## src/rtl/mem_pkg.sv

```systemverilog
// Shared constants and types for the matrix-memory bus arbiter.
// Optional feature macro: MEM_ARB_ROUND_ROBIN_EN (round-robin tie break).
package mem_pkg;

   localparam int ADDR_W    = 3;
   localparam int DATA_W    = 256;
   localparam int NUM_PORTS = 2;

   // Read/write select encoding as seen by the memory's ReadWrite pin
   localparam logic MEM_READ  = 1'b1;
   localparam logic MEM_WRITE = 1'b0;

   // Sequencer states: idle, address setup, enabled access, read capture
   typedef enum logic [1:0] {
      IDLE    = 2'd0,
      SETUP   = 2'd1,
      ACCESS  = 2'd2,
      CAPTURE = 2'd3
   } state_t;

endpackage

```

## src/rtl/mem_bus_arbiter_if.sv

```systemverilog
// Requester handshakes plus memory control/data bus for the arbiter.
// The master view is the requesters and memory side; the slave view is the arbiter.
interface mem_bus_arbiter_if;
   import mem_pkg::*;

   logic              req0;
   logic              req1;
   logic              rw0;
   logic              rw1;
   logic [ADDR_W-1:0] addr0;
   logic [ADDR_W-1:0] addr1;
   logic [DATA_W-1:0] wdata0;
   logic [DATA_W-1:0] wdata1;
   logic              ack0;
   logic              ack1;
   logic [DATA_W-1:0] rdata;
   logic [ADDR_W-1:0] mem_addr;
   logic              mem_nEnable;
   logic              mem_ReadWrite;
   logic [DATA_W-1:0] bus_out;
   logic              bus_oe;
   logic [DATA_W-1:0] bus_in;

   modport master (
      output req0, req1, rw0, rw1, addr0, addr1, wdata0, wdata1, bus_in,
      input  ack0, ack1, rdata, mem_addr, mem_nEnable, mem_ReadWrite, bus_out, bus_oe
   );

   modport slave (
      input  req0, req1, rw0, rw1, addr0, addr1, wdata0, wdata1, bus_in,
      output ack0, ack1, rdata, mem_addr, mem_nEnable, mem_ReadWrite, bus_out, bus_oe
   );

endinterface

```

## src/rtl/mem_arb_pick.sv

```systemverilog
// Combinational winner select between the two requesters.
// With MEM_ARB_ROUND_ROBIN_EN a tie goes to the port not granted last;
// otherwise port 0 always wins a tie and there is no pointer input.
module mem_arb_pick
   import mem_pkg::*;
(
   input  logic [NUM_PORTS-1:0] elig,
`ifdef MEM_ARB_ROUND_ROBIN_EN
   input  logic                 last,
`endif
   output logic                 grant_valid,
   output logic                 grant_id
);

   // Pick a single winner; a lone requester always wins
   always_comb begin
      grant_valid = |elig;
      grant_id    = 1'b0;
      case (elig)
         2'b10:   grant_id = 1'b1;
`ifdef MEM_ARB_ROUND_ROBIN_EN
         2'b11:   grant_id = ~last;
`else
         2'b11:   grant_id = 1'b0;
`endif
         default: grant_id = 1'b0;
      endcase
   end

endmodule

```

## src/rtl/mem_bus_arbiter.sv

```systemverilog
// Two-port arbiter and access sequencer for the 8 x 256-bit matrix memory.
// Optional macro MEM_ARB_ROUND_ROBIN_EN selects round-robin tie breaking;
// without it port 0 has fixed priority.
module mem_bus_arbiter
   import mem_pkg::*;
(
   input logic              clk,
   input logic              Reset,
   mem_bus_arbiter_if.slave bus
);

   state_t                state_reg;
   state_t                state_next;

   // Transaction latched at grant time; requesters may change inputs afterwards
   logic                  grant_id_reg;
   logic                  rw_reg;
   logic [ADDR_W-1:0]     addr_reg;
   logic [DATA_W-1:0]     wdata_reg;
   logic [DATA_W-1:0]     rdata_reg;
   logic [NUM_PORTS-1:0]  ack_reg;

   logic [NUM_PORTS-1:0]  req_vec;
   logic [NUM_PORTS-1:0]  elig;
   logic                  grant_valid;
   logic                  grant_id;
   logic                  grant_take;
   logic                  ack_set;
   logic                  nenable;
   logic                  oe;

   assign req_vec = {bus.req1, bus.req0};

   // A port whose ack is showing this cycle is still holding req from the
   // finished transaction, so it must not be granted again yet.
   for (genvar gi = 0; gi < NUM_PORTS; gi++) begin : g_elig
      assign elig[gi] = req_vec[gi] & ~ack_reg[gi];
   end

`ifdef MEM_ARB_ROUND_ROBIN_EN
   logic last_reg;

   // Remember the most recent winner; reset to port 1 so port 0 wins the first tie
   always_ff @(posedge clk) begin
      if (Reset) begin
         last_reg <= 1'b1;
      end else if (grant_take) begin
         last_reg <= grant_id;
      end
   end

   mem_arb_pick u_pick (
      .elig        (elig),
      .last        (last_reg),
      .grant_valid (grant_valid),
      .grant_id    (grant_id)
   );
`else
   mem_arb_pick u_pick (
      .elig        (elig),
      .grant_valid (grant_valid),
      .grant_id    (grant_id)
   );
`endif

   assign grant_take = (state_reg == IDLE) && grant_valid;

   // Writes finish at the end of ACCESS, reads one cycle later after capture
   assign ack_set = ((state_reg == ACCESS) && (rw_reg == MEM_WRITE)) ||
                    (state_reg == CAPTURE);

   // FSM state register
   always_ff @(posedge clk) begin
      if (Reset) begin
         state_reg <= IDLE;
      end else begin
         state_reg <= state_next;
      end
   end

   // FSM next-state: fixed setup/access sequence, extra capture cycle for reads
   always_comb begin
      state_next = state_reg;
      case (state_reg)
         IDLE:    if (grant_valid) state_next = SETUP;
         SETUP:   state_next = ACCESS;
         ACCESS:  state_next = (rw_reg == MEM_READ) ? CAPTURE : IDLE;
         CAPTURE: state_next = IDLE;
         default: state_next = IDLE;
      endcase
   end

   // FSM outputs: enable only in ACCESS/CAPTURE, bus driven only for writes
   always_comb begin
      nenable = 1'b1;
      oe      = 1'b0;
      case (state_reg)
         SETUP: begin
            oe = (rw_reg == MEM_WRITE);
         end
         ACCESS: begin
            nenable = 1'b0;
            oe      = (rw_reg == MEM_WRITE);
         end
         CAPTURE: begin
            nenable = 1'b0;
         end
         default: begin
            nenable = 1'b1;
            oe      = 1'b0;
         end
      endcase
   end

   // Datapath: latch winner request at grant, pulse ack, capture read word
   always_ff @(posedge clk) begin
      if (Reset) begin
         grant_id_reg <= 1'b0;
         rw_reg       <= MEM_WRITE;
         addr_reg     <= '0;
         wdata_reg    <= '0;
         rdata_reg    <= '0;
         ack_reg      <= '0;
      end else begin
         ack_reg <= '0;
         if (grant_take) begin
            grant_id_reg <= grant_id;
            if (grant_id) begin
               rw_reg    <= bus.rw1;
               addr_reg  <= bus.addr1;
               wdata_reg <= bus.wdata1;
            end else begin
               rw_reg    <= bus.rw0;
               addr_reg  <= bus.addr0;
               wdata_reg <= bus.wdata0;
            end
         end
         if (ack_set) begin
            ack_reg[grant_id_reg] <= 1'b1;
         end
         if (state_reg == CAPTURE) begin
            rdata_reg <= bus.bus_in;
         end
      end
   end

   // Address and direction are register-held, so they keep their last value in IDLE;
   // direction never reads while oe is high because both come from rw_reg.
   assign bus.mem_addr      = addr_reg;
   assign bus.mem_ReadWrite = rw_reg;
   assign bus.mem_nEnable   = nenable;
   assign bus.bus_oe        = oe;
   assign bus.bus_out       = wdata_reg;
   assign bus.rdata         = rdata_reg;
   assign bus.ack0          = ack_reg[0];
   assign bus.ack1          = ack_reg[1];

endmodule

```

## src/flat_wrapper.sv

```systemverilog
// flat-port wrapper written by rule: the top's interface ports become plain ports
module mem_bus_arbiter_flat import mem_pkg::*;
  (clk, Reset, bus_req0, bus_req1, bus_rw0, bus_rw1, bus_addr0, bus_addr1, bus_wdata0, bus_wdata1, bus_bus_in, bus_ack0, bus_ack1, bus_rdata, bus_mem_addr, bus_mem_nEnable, bus_mem_ReadWrite, bus_bus_out, bus_bus_oe);
  mem_bus_arbiter_if bus_i ();
  input logic clk;
  input logic Reset;
  input wire logic [$bits(bus_i.req0)-1:0] bus_req0;
  input wire logic [$bits(bus_i.req1)-1:0] bus_req1;
  input wire logic [$bits(bus_i.rw0)-1:0] bus_rw0;
  input wire logic [$bits(bus_i.rw1)-1:0] bus_rw1;
  input wire logic [$bits(bus_i.addr0)-1:0] bus_addr0;
  input wire logic [$bits(bus_i.addr1)-1:0] bus_addr1;
  input wire logic [$bits(bus_i.wdata0)-1:0] bus_wdata0;
  input wire logic [$bits(bus_i.wdata1)-1:0] bus_wdata1;
  input wire logic [$bits(bus_i.bus_in)-1:0] bus_bus_in;
  output wire logic [$bits(bus_i.ack0)-1:0] bus_ack0;
  output wire logic [$bits(bus_i.ack1)-1:0] bus_ack1;
  output wire logic [$bits(bus_i.rdata)-1:0] bus_rdata;
  output wire logic [$bits(bus_i.mem_addr)-1:0] bus_mem_addr;
  output wire logic [$bits(bus_i.mem_nEnable)-1:0] bus_mem_nEnable;
  output wire logic [$bits(bus_i.mem_ReadWrite)-1:0] bus_mem_ReadWrite;
  output wire logic [$bits(bus_i.bus_out)-1:0] bus_bus_out;
  output wire logic [$bits(bus_i.bus_oe)-1:0] bus_bus_oe;
  assign bus_i.req0 = bus_req0;
  assign bus_i.req1 = bus_req1;
  assign bus_i.rw0 = bus_rw0;
  assign bus_i.rw1 = bus_rw1;
  assign bus_i.addr0 = bus_addr0;
  assign bus_i.addr1 = bus_addr1;
  assign bus_i.wdata0 = bus_wdata0;
  assign bus_i.wdata1 = bus_wdata1;
  assign bus_i.bus_in = bus_bus_in;
  assign bus_ack0 = bus_i.ack0;
  assign bus_ack1 = bus_i.ack1;
  assign bus_rdata = bus_i.rdata;
  assign bus_mem_addr = bus_i.mem_addr;
  assign bus_mem_nEnable = bus_i.mem_nEnable;
  assign bus_mem_ReadWrite = bus_i.mem_ReadWrite;
  assign bus_bus_out = bus_i.bus_out;
  assign bus_bus_oe = bus_i.bus_oe;
  mem_bus_arbiter u_core (.clk(clk), .Reset(Reset), .bus(bus_i));
endmodule
```

## config.mk

```make
export PLATFORM = sky130hd
export DESIGN_NAME = mem_bus_arbiter_flat
export DESIGN_NICKNAME = d
export VERILOG_FILES = /design/src/rtl/mem_pkg.sv /design/src/rtl/mem_bus_arbiter_if.sv /design/src/rtl/mem_arb_pick.sv /design/src/rtl/mem_bus_arbiter.sv /design/src/flat_wrapper.sv
export SDC_FILE = /design/constraint.sdc
export NUM_CORES = 1
export LEC_CHECK = 0
export ABC_AREA = 1
export BUFFER_PORTS_ARGS = -buffer_cell sky130_fd_sc_hd__clkbuf_2
export CORE_AREA = 2 2 504 506
export CTS_CLUSTER_DIAMETER = 60
export CTS_CLUSTER_SIZE = 20
export DETAILED_ROUTE_END_ITERATION = 8
export DIE_AREA = 0 0 506 508
export HOLD_SLACK_MARGIN = 0.15
export MAX_ROUTING_LAYER = met4
export SLEW_MARGIN = 15
export SYNTH_ARGS = -nofsm -noshare
export SYNTH_HDL_FRONTEND = slang
export SYNTH_SLANG_ARGS = --single-unit
```

## constraint.sdc

```tcl
create_clock -name clk -period 3 [get_ports clk]
set_clock_uncertainty 0.15 [all_clocks]
set_input_delay 0.15 -clock clk [delete_from_list [all_inputs] [get_ports clk]]
set_output_delay 0.15 -clock clk [all_outputs]
set_load 0.02 [all_outputs]
```

==> flow_summary.yaml <==
worst_setup_path:
  timing_worst_setup_path_type: "flip-flop to flip-flop"
  cp.arrival_ns: 3.45
  crit_chain: "nor2_4, buf_4, buf_16, nand3_1, dlygate4sd3_1, nand3_1, dlygate4sd3_1, nand2_1, inv_1"
  r2r_slack_ns: 0.05
  cpPeakStageDelay_ns: 0.62
  slowest_stage: "dlygate4sd3_1"
  worstSetupEndpointType: "flip-flop"
  cp.required_ns: 3.50
  cp_bufs_invs: 5
  critPathTopFamily: "buffers and inverters"
  critPathMaxFanout: 100
  setup.worst_path.start_class: "flip-flop"
yosys:
  synth_area_per_cell_um2: 6.75
  mux_cell_area_share_after_synthesis_pct: 0
  combinational_family_with_the_most_area_after_synthesis: "simple AND/OR/NAND/NOR gates"
  yosys.area_share.adder_pct: 0.163
  number_of_cells_produced_by_synthesis: 3402
  async_reset_ff_share_pct: 0
  synth.top_cell.area_share_pct: 45.4
  synth_most_common_cell: "inv_1"
  synth-warning-count: 0
  synth_area_leaders: "dfxtp_1 45%, nand3_1 11%, inv_1 8.6%"
  synthesis.nets: 4185
  synth_seq_cells: 521
  synth.cell_area_mm2: 0.0230
  yosys.area_share.simple_pct: 28.6
  synth_sequential_area_ratio_pct: 45.4
  synth-edff-count: 0
  ys_top_cells_by_count: "527 x inv_1, 524 x nand2_1, 523 x nand3_1"
  synthDominantAreaCellType: "dfxtp_1"
  synth_xor_xnor_area_share_pct: 0
  synth_cell_types: 19
  yosys_most_used_dff: "dfxtp_1"
  synth_compound_area_share_pct: 11.4
timing:
  worstMarginPinSlew_ns: 1.26
  maxClockFrequency_mhz: 340
  slew-limit-headroom_pct: 16.1
  period_needed_ns: 2.95
  finalCritPeriodShare_pct: 98.2
  hold_viol: 0
  setup_viol_count_final: 0
  drv_slew: 0
  setup-tns-final_ns: 0
detailed_routing:
  wl_um: 217000
  route.vias.total: 34118
  drt.antenna.violating_nets: 0
  post_dr_wirelength_cell_um: 22.8
  detail_route.vias_per_cell: 3.59
  drt_iter0_markers: 2609
  route.detailed.drc: 0
  drtPass1Iterations: 6
floorplan:
  design.portCount: 1300
  die_width_um: 506
  die_h_um: 508
  floorplan.core_area_mm2: 0.252
  core.rowCount: 185
  initial_utilization_pct: 9.10
  fp.dieArea_mm2: 0.257
power_and_ir_drop:
  leakagePower_nw: 23.9
  swShare_pct: 36.5
  cellInternalPower_w: 0.0163
  power_density_mw_per_mm2: 516
  power.combinational.fraction_pct: 31.9
  p_seq_share_pct: 31.5
  max-vdd-ir-drop_v: 0.000432
  clkPwrFrac_pct: 36.6
  netSwitchingPower_w: 0.00938
cts:
  clk_pin_slew_worst_paths_ns: 0.06
  clkSinkCount: 521
  cts_buffers: 72
  cts-root-buf: "clkbuf_16"
  clkLatencyLatePin_ns: 0.70
  cts.path.max_buffers: 3
  cts_htree_levels: 3
  cts_tree: "built"
placement:
  post-place-cells: 7859
  portBuffers: 1299
  dp_hpwl_um: 170000
  gpl_congestion: 0.954
min_path:
  worstHoldPathType: "input pin to flip-flop"
outcome:
  status: "completed"
final_layout:
  layout-drive-gt1-share_pct: 24.9
  stdcell_count: 9507
  finalNetCount: 6722
  final_util_pct: 19.7
  fillerInstances: 27883
  area_growth_pct: 117
grt:
  grt_start_max_net_pins: 179
  global_route_wire_length_before_repair_um: 284000
  aggregate_global_route_resource_usage_pct: 16.6
  globalRouteOverflowTotal: 0
  grt_pass1_vias: 33822
  number_of_antenna_violations_at_the_first_check_in_global_routing: 193
job:
  max-cap-violations: 0
-- worst paths after layout --
kind,from,to,depth (start not counted)
hold reg to reg,u_core.grant_id_reg$_SDFFE_PP0P_,u_core.ack_reg[1]$_SDFF_PP0_,2
setup reg to reg,u_core.ack_reg[1]$_SDFF_PP0_,u_core.bus.bus_out[85]$_SDFFE_PP0P_,9
hold / removal,bus_bus_in[93],u_core.bus.rdata[93]$_SDFFE_PP0N_,4
setup / recovery,u_core.ack_reg[1]$_SDFF_PP0_,u_core.bus.bus_out[85]$_SDFFE_PP0P_,9
-- cell families after synthesis --
kind of cell,count (synthesis)
adder cells (fa/ha/maj),3
buffers and inverters,786
flip-flops,521
AO/OA/AOI/OAI,522
AND/OR/NAND/NOR,1570
-- cell usage in the layout (no fill, tap or decap), drive strengths merged --
cell type | Yosys | layout
buf | 126 | 53
diode | 0 | 144
nand3 | 523 | 523
ha | 3 | 3
a21oi | 263 | 263
nand4 | 1 | 1
nand2 | 527 | 527
o21ai | 259 | 259
nor2 | 519 | 519
bufinv | 0 | 6
dfxtp | 521 | 521
clkinvlp | 0 | 3
inv | 530 | 545
clkinv | 0 | 26
clkbuf | 130 | 1382
dlygate4sd3 | 0 | 1366
-- tightest hold or removal path: stages --
cell,delay (ns)
dlygate4sd3_1,0.57
clkbuf_2,0.14
nor2_1,0.05
nor2_1,0.09
-- power groups by stage --
stage,clock [W],combinational [W],sequential [W]
finish,0.00940,0.00820,0.00809
global route,0.00998,0.00880,0.00816
CTS,0.00977,0.00808,0.00807
detailed placement,0,0.00599,0.00822
global placement,0,0.00599,0.00819
floorplan,0,0.00222,0.00905
-- final cells by class --
type	instances	area [um^2]	area share, %
tap	3366	4210	8.45
antenna	144	360	0.723
multi-input combinational	2095	9270	18.6
clock buffer	82	1920	3.86
inverter	530	2020	4.06
sequential	521	10400	20.9
clock inverter	50	647	1.30
timing repair buffer	2719	21000	42.1
-- metal layers --
| layer | vias to the layer above | part of all wire, % | track usage, % | routed length (um) |
|---|---|---|---|---|
| li1 | 15905 | - | - | - |
| met3 | 568 | 12 | 7.14 | 25500 |
| met2 | 2027 | 45 | 26.1 | 97400 |
| met5 | - | 0 | - | 0 |
| met4 | 0 | 6.6 | 9.32 | 14400 |
| met1 | 15618 | 37 | 17.3 | 79700 |
-- stage by stage --
stage / power (W) / hold WS, ns / worst slack [ns] / area, um^2
final: 0.0257 / 0.202 / 0.0547 / 49800
after global routing: 0.0269 / 0.177 / -0.0116 / 49800
after CTS: 0.0259 / 0.150 / 0.0496 / 49300
after detailed placement: 0.0142 / 0.227 / 0.719 / 33100
after global placement: 0.0142 / 0.222 / 0.778 / 33100
after floorplan: 0.0113 / 0.135 / 1.39 / 23000
-- repair_timing --
| action | 4_1_cts | 5_1_grt |
|---|---|---|
| hold buffers | 1366 | 0 |
| resized for setup | 0 | 9 |
| setup endpoints to repair | 0 | 21 |
| buffers inserted | 0 | 4 |
| endpoints found under the hold margin | 521 | 0 |
Note: power is estimated with default switching activity, not from simulation.
